[config.mk]
export PLATFORM = sky130hd
export DESIGN_NAME = m_wbregbank
export DESIGN_NICKNAME = d
export VERILOG_FILES = /design/src/rtl/m_wbregbank.sv
export SDC_FILE = /design/constraint.sdc
export NUM_CORES = 1
export LEC_CHECK = 0
export ABC_AREA = 1
export BUFFER_PORTS_ARGS = -buffer_cell sky130_fd_sc_hd__clkbuf_2
export CAP_MARGIN = 20
export CELL_PAD_IN_SITES_DETAIL_PLACEMENT = 1
export CELL_PAD_IN_SITES_GLOBAL_PLACEMENT = 1
export CORE_MARGIN = 3
export CORE_UTILIZATION = 40
export DETAILED_ROUTE_END_ITERATION = 8
export MAX_ROUTING_LAYER = met4
export PLACE_DENSITY = 0.81
export SYNTH_ARGS = -nofsm -noshare
export SYNTH_HDL_FRONTEND = slang
export SYNTH_SLANG_ARGS = --single-unit
[constraint.sdc]
create_clock -name CLK_I -period 17.45 [get_ports CLK_I]
set_input_delay 2.6175 -clock CLK_I [delete_from_list [all_inputs] [get_ports CLK_I]]
set_output_delay 2.6175 -clock CLK_I [all_outputs]
set_load 0.02 [all_outputs]
[src/rtl/m_wbregbank.sv]
// m_wbregbank
// Wishbone classic slave register bank. It holds NREGS 32-bit registers with
// byte-lane writes and a configurable number of wait states before ACK_O.
//   reg0        sticky hardware event flags. hw_set pulses set them. A write
//               clears each bit written as 1 (write-1-to-clear).
//   reg1        interrupt enable mask. irq_o = registered |(reg0 & reg1).
//   reg2..N-1   plain read/write registers that reset to RSTVAL.
// STB_I is already address-decoded upstream. ADR_I is the word index.

module m_wbregbank #(
    parameter int          NREGS      = 4,
    parameter int          WAITSTATES = 0,
    parameter logic [31:0] RSTVAL     = 32'h0000_0000,
    localparam int         ADRW       = $clog2(NREGS)
) (
    input  logic            CLK_I,
    input  logic            RST_I,
    input  logic            STB_I,
    input  logic            WE_I,
    input  logic [ADRW-1:0] ADR_I,
    input  logic [3:0]      SEL_I,
    input  logic [31:0]     DAT_I,
    input  logic [31:0]     hw_set,
    output logic            ACK_O,
    output logic [31:0]     DAT_O,
    output logic            irq_o
);

    typedef enum logic [1:0] {
        S_IDLE,
        S_WAIT,
        S_ACK
    } state_t;

    state_t          state;
    logic [3:0]      cnt;

    // Request captured in IDLE. Later wait states use these values, so the
    // master may change the bus while it holds STB_I.
    logic            lat_we;
    logic [ADRW-1:0] lat_adr;
    logic [3:0]      lat_sel;
    logic [31:0]     lat_dat;

    logic [31:0]     regs [NREGS];

    // The request currently in effect. In IDLE with no wait states, the
    // transfer completes on the same edge that samples the bus. The live bus
    // values are therefore used directly in that case.
    logic            in_idle;
    logic            cur_we;
    logic [ADRW-1:0] cur_adr;
    logic [3:0]      cur_sel;
    logic [31:0]     cur_dat;

    logic            go_ack;
    logic            wr_commit;
    logic [31:0]     wmask;
    logic [31:0]     wr_data;
    logic [31:0]     w1c;
    logic [31:0]     reg0_next;
    logic [31:0]     reg1_next;

    // Select between the live bus and the latched request.
    always_comb begin
        in_idle = (state == S_IDLE);
        cur_we  = in_idle ? WE_I  : lat_we;
        cur_adr = in_idle ? ADR_I : lat_adr;
        cur_sel = in_idle ? SEL_I : lat_sel;
        cur_dat = in_idle ? DAT_I : lat_dat;
    end

    // Decide whether this edge enters ACK. A dropped strobe in WAIT aborts.
    always_comb begin
        // NOTE: every combinational output gets a default first, so no path leaves it unassigned and no latch is inferred.
        go_ack = 1'b0;
        case (state)
            S_IDLE:  go_ack = STB_I && (WAITSTATES == 0);
            S_WAIT:  go_ack = STB_I && (cnt == 4'd0);
            default: go_ack = 1'b0;
        endcase
    end

    // Build the byte-lane write data and the next values of reg0 and reg1.
    // Computing them here lets irq_o be registered from the next state.
    always_comb begin
        wmask     = {{8{cur_sel[3]}}, {8{cur_sel[2]}}, {8{cur_sel[1]}}, {8{cur_sel[0]}}};
        wr_commit = go_ack && cur_we;
        wr_data   = (regs[cur_adr] & ~wmask) | (cur_dat & wmask);
        w1c       = (wr_commit && (cur_adr == '0)) ? (cur_dat & wmask) : 32'h0;
        // hw_set is ORed in after the clear, so a new event wins over a
        // clear of the same bit. A write to reg0 can only clear bits.
        reg0_next = (regs[0] & ~w1c) | hw_set;
        reg1_next = (wr_commit && (cur_adr == ADRW'(1))) ? wr_data : regs[1];
    end

    // Transfer FSM with registered ACK_O and DAT_O.
    always_ff @(posedge CLK_I or posedge RST_I) begin
        if (RST_I) begin
            state   <= S_IDLE;
            cnt     <= 4'd0;
            lat_we  <= 1'b0;
            lat_adr <= '0;
            lat_sel <= 4'h0;
            lat_dat <= 32'h0;
            ACK_O   <= 1'b0;
            DAT_O   <= 32'h0;
        end else begin
            // NOTE: state is updated only with non-blocking assignments, so every flop samples pre-edge values whatever the statement order.
            ACK_O <= go_ack;
            DAT_O <= (go_ack && !cur_we) ? regs[cur_adr] : 32'h0;
            case (state)
                S_IDLE: begin
                    if (STB_I) begin
                        lat_we  <= WE_I;
                        lat_adr <= ADR_I;
                        lat_sel <= SEL_I;
                        lat_dat <= DAT_I;
                        if (WAITSTATES == 0) begin
                            state <= S_ACK;
                        end else begin
                            state <= S_WAIT;
                            cnt   <= 4'(WAITSTATES - 1);
                        end
                    end
                end
                S_WAIT: begin
                    if (!STB_I) begin
                        state <= S_IDLE;
                    end else if (cnt == 4'd0) begin
                        state <= S_ACK;
                    end else begin
                        cnt <= cnt - 4'd1;
                    end
                end
                S_ACK: begin
                    state <= S_IDLE;
                end
                default: begin
                    state <= S_IDLE;
                end
            endcase
        end
    end

    // Update the register bank and the interrupt output.
    always_ff @(posedge CLK_I or posedge RST_I) begin
        if (RST_I) begin
            // NOTE: this array is a small set of flops, not a RAM macro, so every entry can be reset to a known value.
            regs[0] <= 32'h0;
            regs[1] <= 32'h0;
            for (int i = 2; i < NREGS; i++) begin
                regs[i] <= RSTVAL;
            end
            irq_o <= 1'b0;
        end else begin
            regs[0] <= reg0_next;
            regs[1] <= reg1_next;
            for (int i = 2; i < NREGS; i++) begin
                if (wr_commit && (cur_adr == ADRW'(i))) begin
                    regs[i] <= wr_data;
                end
            end
            irq_o <= |(reg0_next & reg1_next);
        end
    end

endmodule

# == Word-level counts from Yosys, hierarchy flattened ==
# Index checks and enable logic that the tools add are counted.
# totals
regBits,207
latch_bits,0
ram_bits,0
mem_bits_ro,0
in_bits,74
output_inout_bits,34
word_cells,61
n_memories,0
# classes
n_addsub,1
n_mul,0
n_div,0
n_lt_le_gt_ge,1
eq_ne,6
shifts,0
muxes,15
bitwise_logic,10
n_reduce_logical,15
# ops
operator,n
$mux 32,6
$and 32x32->32,4
$bmux 32 s2,1
$not 32->32,2
$or 32x32->32,2
$reduce_or 32->1,1
$mux 2,4
$logic_and 1x1->1,7
$eq 2x1->1 const B,2
$eq 2x2->1 const B,2
$logic_not 2->1,2
$logic_not 4->1,1
$mux 4,1
$pmux 2 s2,1
$reduce_and 2->1,2
$sub 4x1->4 const B,1
$ge 3x3->1 const B,1
$ne 3x3->1 const B,1
$not 2->3,1
$reduce_and 3->1,1
$ne 2x2->1 const B,1
$pmux 1 s2,1
$logic_not 1->1,1
$mux 1,1
$not 1->1,1

# == Depth between registers and ports, before layout ==
# logic_depth
ltp_word,11
ltp_mapped,17
ltp_nobuf,15

# == Least setup slack after synthesis ==
# No wires, ideal clock.
# synth_timing
kind,input to register
from,input port ADR_I[1]
to,register irq_o
arrival_ns,3.829
t_required_ns,17.331
path_slack_ns,13.503
path_stages,14
n_path_buf,1
cell_sequence,inv_1 -> o21ai_4 -> inv_4 -> clkbuf_1 -> nand2_1 -> nand2_1 -> nand2_1 -> nand3_1 -> nand3_1 -> nand2_1 -> nor2_1 -> nand2_1 -> nor2_1 -> nand2_1
# synth_between
elab_chain_cells,10
elab_cells_between_ends,18
classes_between,eq/ne: 1; mux: 6; bitwise: 7; reduce/logical: 4
# synth_rtl
element,line_no,source
"start, declared",20,"input logic [ADRW-1:0] ADR_I,"
$mux 2 *,68,cur_adr = in_idle ? ADR_I : lat_adr;
$not 2->3 (not written as such),89,wr_data = (regs[cur_adr] & ~wmask) | (cur_dat & wmask);
$bmux 32 s2,89,
$mux 32 (not written as such) (2 in a row),89,
$and 32x32->32,89,
$or 32x32->32,89,
$mux 32,94,reg1_next = (wr_commit && (cur_adr == ADRW'(1))) ? wr_data : regs[1];
$and 32x32->32 *,164,irq_o <= |(reg0_next & reg1_next);
$reduce_or 32->1 *,164,
"end signal, assigned",164,
"end, declared",26,output logic irq_o
# Every way passes the cells marked *; elsewhere a longest branch is shown, timed or not. The select of a mux whose other input is x is not followed.
# A chain may end at the register's enable or synchronous reset.

# == Final worst setup path ==
# layout_timing
from,input port ADR_I[0]
to,register irq_o
# layout_between
elab_cells_between_ends,18
classes_between,eq/ne: 1; mux: 6; bitwise: 7; reduce/logical: 4
# layout_rtl
element,line_no,source
$mux 2,68,
$logic_not 2->1,90,w1c = (wr_commit && (cur_adr == '0)) ? (cur_dat & wmask) : 32'h0;
$logic_and 1x1->1,90,
$mux 32,90,
$not 32->32,93,reg0_next = (regs[0] & ~w1c) | hw_set;
$and 32x32->32,93,
$or 32x32->32,93,
via reg0_next[26],61,logic [31:0] reg0_next;
$and 32x32->32,164,
$reduce_or 32->1,164,
# The timed path passes the listed nets, and every way through them passes these cells. The select of a mux whose other input is x is not followed.

==> results list <==
- Combinational cell fraction of total power: 22.8%
- Wirelength per Cell: 17.4 um
- CTS Root Buffer Type: clkbuf_16
- Number of antenna violations at the first check in global routing: 0
- Of the total power, the clock network draws 35.6%.
* Count of mapped cells out of synthesis: 1335
* Post-route DRC violation count: 0
* Sequential share of power: 41.5%
* Reg2Reg Capture Point: irq_o$_DFF_PP0_
- Worst-path cell with the longest stage delay: nand3_2
- Synth warn: 0
* Post-detailed-routing wire length: 30.5 mm
* Final core occ: 48.3%
- Most common library cell in the layout ignoring fill and taps: nand2_1
* Final global-route overflow total: 0
* Initial core utilization: 41.3%
- Maximum capacitance violations: 0
* Cts bufs inserted: 24
* Startpoint class of the critical path: primary input
* Net count of the mapped netlist: 1409
* FMAX: 0.180 GHz
* Critical Path End: irq_o$_DFF_PP0_
* Remaining number of nets flagged by the antenna check after routing: 0
- For this run, the slowest stage of the critical path takes 850 ps.
* Switching Fraction: 31.1%
* Class of the worst hold path: register to register
* Number of synthesized register bits: 201
* Part of the Yosys area used for sequential elements: 51.0%
* Adder-cell area share of the yosys netlist: 0%
* Multiplexer share of the synthesized area: 0%
- Once the clock tree was built, the setup fixing pass inserted 0 buffers.
- First-pass GRT wire length: 49.8 mm
* Startpoint of the worst hold path: regs[15]$_DFFE_PP0P_
* Pin count of the biggest net entering global routing: 146
- The final hold violation count is 0.
- Slew at the pin closest to its max-slew limit: 965 ps
- Clock skew on the completed layout was measured at 11.8 ps.
- Routability-driven placement finished with a final weighted congestion of 0.848.
* Buffer and inverter count on the worst path: 3
- By instance count, the cell type seen most on the critical path is nand2_1.
- The startpoint identified for the worst register-to-register timing path is state[1]$_DFFE_PP0P_.
* Vias: 8982
* Area of the core region: 23900 sq um
- Compound-gate portion of the synthesized area: 7.77%
- Setup Viol. Count Final: 0
* CTS tree: built
- Peak supply drop: 0.0000617 V
- The clock reaches the later pin of the worst-skew pair after 510 ps.
* Number of buffers on the longest clock path: 3
* R2r setup slk: 13130 ps
- The number of slew-limit violations in the final report came to 0.
* CP delay by family, top: simple AND/OR/NAND/NOR gates
- Critical path, cell by cell: clkbuf_2 -> inv_1 -> nand2_1 -> nand2_2 -> buf_4 -> nand3_2 -> o21ai_0 -> nand2_1 -> nand3_1 -> nand2_1 -> nor2_1 -> nand2_1 -> nor2_1 -> nand2_1
- Iteration count of the initial detailed-routing pass: 4
- Clock Pin Slew Worst Setup and Hold Paths: 60 ps
- Overall routing resource usage: 24.1%
- Post-layout nets: 1494
- Fraction of final layout cells sized beyond drive strength 1: 14.4%
- Num ports: 108
* Post-cts resize count: 0
- The number of hold buffers added after CTS was 0.
- The top cell types in the final layout, fill and taps aside, are nand2_1, dfrtp_1, clkbuf_2.
* Depth of the most critical reg-to-reg path: 13
* Die span in y: 163 um
- At the worst endpoint, the required time is 17850 ps.
- Overall die area: 26600 sq um
- Element type at the critical path end: register
* Max transition margin: 35.6%
* Dominant combinational cell family by area after synthesis: simple AND/OR/NAND/NOR gates
- CTS built an H-tree with a depth of 1.
- Via count normalized by instance count: 5.12
- Post-synthesis instance area: 9870 sq um
* Classification of the worst setup path: primary input to register
* Setup repair after global routing missed its margin: false
- Simple-gate portion of the synthesized area: 35.1%
- Timing startpoint of the critical path: ADR_I[0]
- Leakage power: 6.19 nW
* Avg Cell Area, Syn: 7.39 sq um
- Final antenna diode count: 0
- Horizontal die dimension: 163 um
* Logic depth of the worst path, buffers included: 14
- Num rows: 56
- Data arrives at the worst endpoint at 5960 ps.
* Crit-path max FO: 32
* Number of global-route vias before repair: 9547
- Internal power comes to 1.01 mW.
- After routing, the total negative slack on setup checks comes to 0 ps.
- Area delta synth->final: 16.9%
- In this run the power spent charging and discharging nets is 456 uW.
* Final min period: 5560 ps
* Synthesized-area fraction occupied by xor and xnor cells: 0%
- Status: finished, final reports clean
- For this design, the sink count on the clock tree is 201.
- Final period util: 31.8%
* Worst hold slack across all endpoints: 479 ps
* IO buf count: 107
* Power density relative to cell area: 127 nW/um^2
- Netlist cell types: 27
- The HPWL after detailed placement is 20.2 mm.
- The first routing iteration left 498 violations.
-- logic make-up (layout without fill, tap and decap cells) --
group                  after synthesis  after routing
and+or+nand+nor                    842            842
DFF                                201            201
AOI/OAI and AO/OA                  146            146
buffers and inverters              146            247
-- cells in the mapped netlist (all sizes together) --
| cell type | number | area share [%] |
|---|---|---|
| a21boi | 1 | 0.076 |
| a21oi | 32 | 1.6 |
| and2 | 32 | 2.0 |
| buf | 31 | 1.8 |
| clkbuf | 29 | 1.1 |
| dfrtp | 201 | 51 |
| inv | 86 | 3.3 |
| nand2 | 681 | 26 |
| nand3 | 79 | 4.1 |
| nor2 | 15 | 0.60 |
| nor3 | 3 | 0.37 |
| o21ai | 110 | 5.8 |
| o21bai | 3 | 0.23 |
| or2 | 32 | 2.0 |
-- registers in the layout, indices dropped and copies added, names as in the netlist --
name,flops
regs,128
DAT_O,32
lat_dat,32
lat_sel,4
lat_adr,2
ACK_O,1
irq_o,1
state,1
-- worst reg2reg max path, stage by stage (launching register included) --
cell,delay [ps]
dfrtp_2,330
buf_4,540
nand2_1,220
nand2_2,470
buf_4,520
nand3_2,860
o21ai_0,460
nand2_1,120
nand3_1,110
nand2_1,80
nor2_1,220
nand2_1,140
nor2_1,100
nand2_1,60
-- through the flow --
stage | instances | setup WS [ps] | total power, mW | area, sq um
detailed placement | 1712 | 11380 | 0.943 | 10700
finish | 1755 | 11890 | 1.47 | 11500
global route | 1755 | 11720 | 1.56 | 11500
CTS | 1754 | 11970 | 1.48 | 11500
global placement | 1709 | 11520 | 0.926 | 10600
floorplan | 1335 | 9350 | 0.845 | 9870
-- final cells by class --
class	instances	area, sq um
repair buffers	119	693
well taps	319	399
clock buffers	33	706
clock inverters	9	129
flip-flops and latches	201	5030
inverters	86	333
multi-input cells	988	4250
fillers	3004	12400
-- power groups by stage --
stage	clock network, mW	logic, mW	registers (mW)
final	0.522	0.335	0.608
after global routing	0.556	0.382	0.619
after CTS	0.534	0.336	0.607
after detailed placement	0	0.330	0.613
after global placement	0	0.317	0.609
after floorplan	0	0.238	0.606
-- worst min path at each step --
| stage | slack (ps) | endpoint | depth (start not counted) |
|---|---|---|---|
| final | 480 | regs[15]$_DFFE_PP0P_ | 2 |
| after global routing | 500 | regs[24]$_DFFE_PP0P_ | 2 |
| after CTS | 480 | regs[60]$_DFFE_PP0P_ | 2 |
| after detailed placement | 470 | regs[60]$_DFFE_PP0P_ | 2 |
| after global placement | 460 | regs[62]$_DFFE_PP0P_ | 2 |
| after floorplan | 450 | regs[10]$_DFFE_PP0P_ | 2 |
-- metal layers --
metal,part of all wire [%],vias to the layer above,global-route usage (%),wire [um]
li1,-,4305,-,-
met2,48,193,38.9,14500
met3,5.0,28,3.32,1530
met5,0,-,-,0
met1,46,4456,33.0,14000
met4,1.4,0,4.42,418
Power figures use the tool's default switching activity.
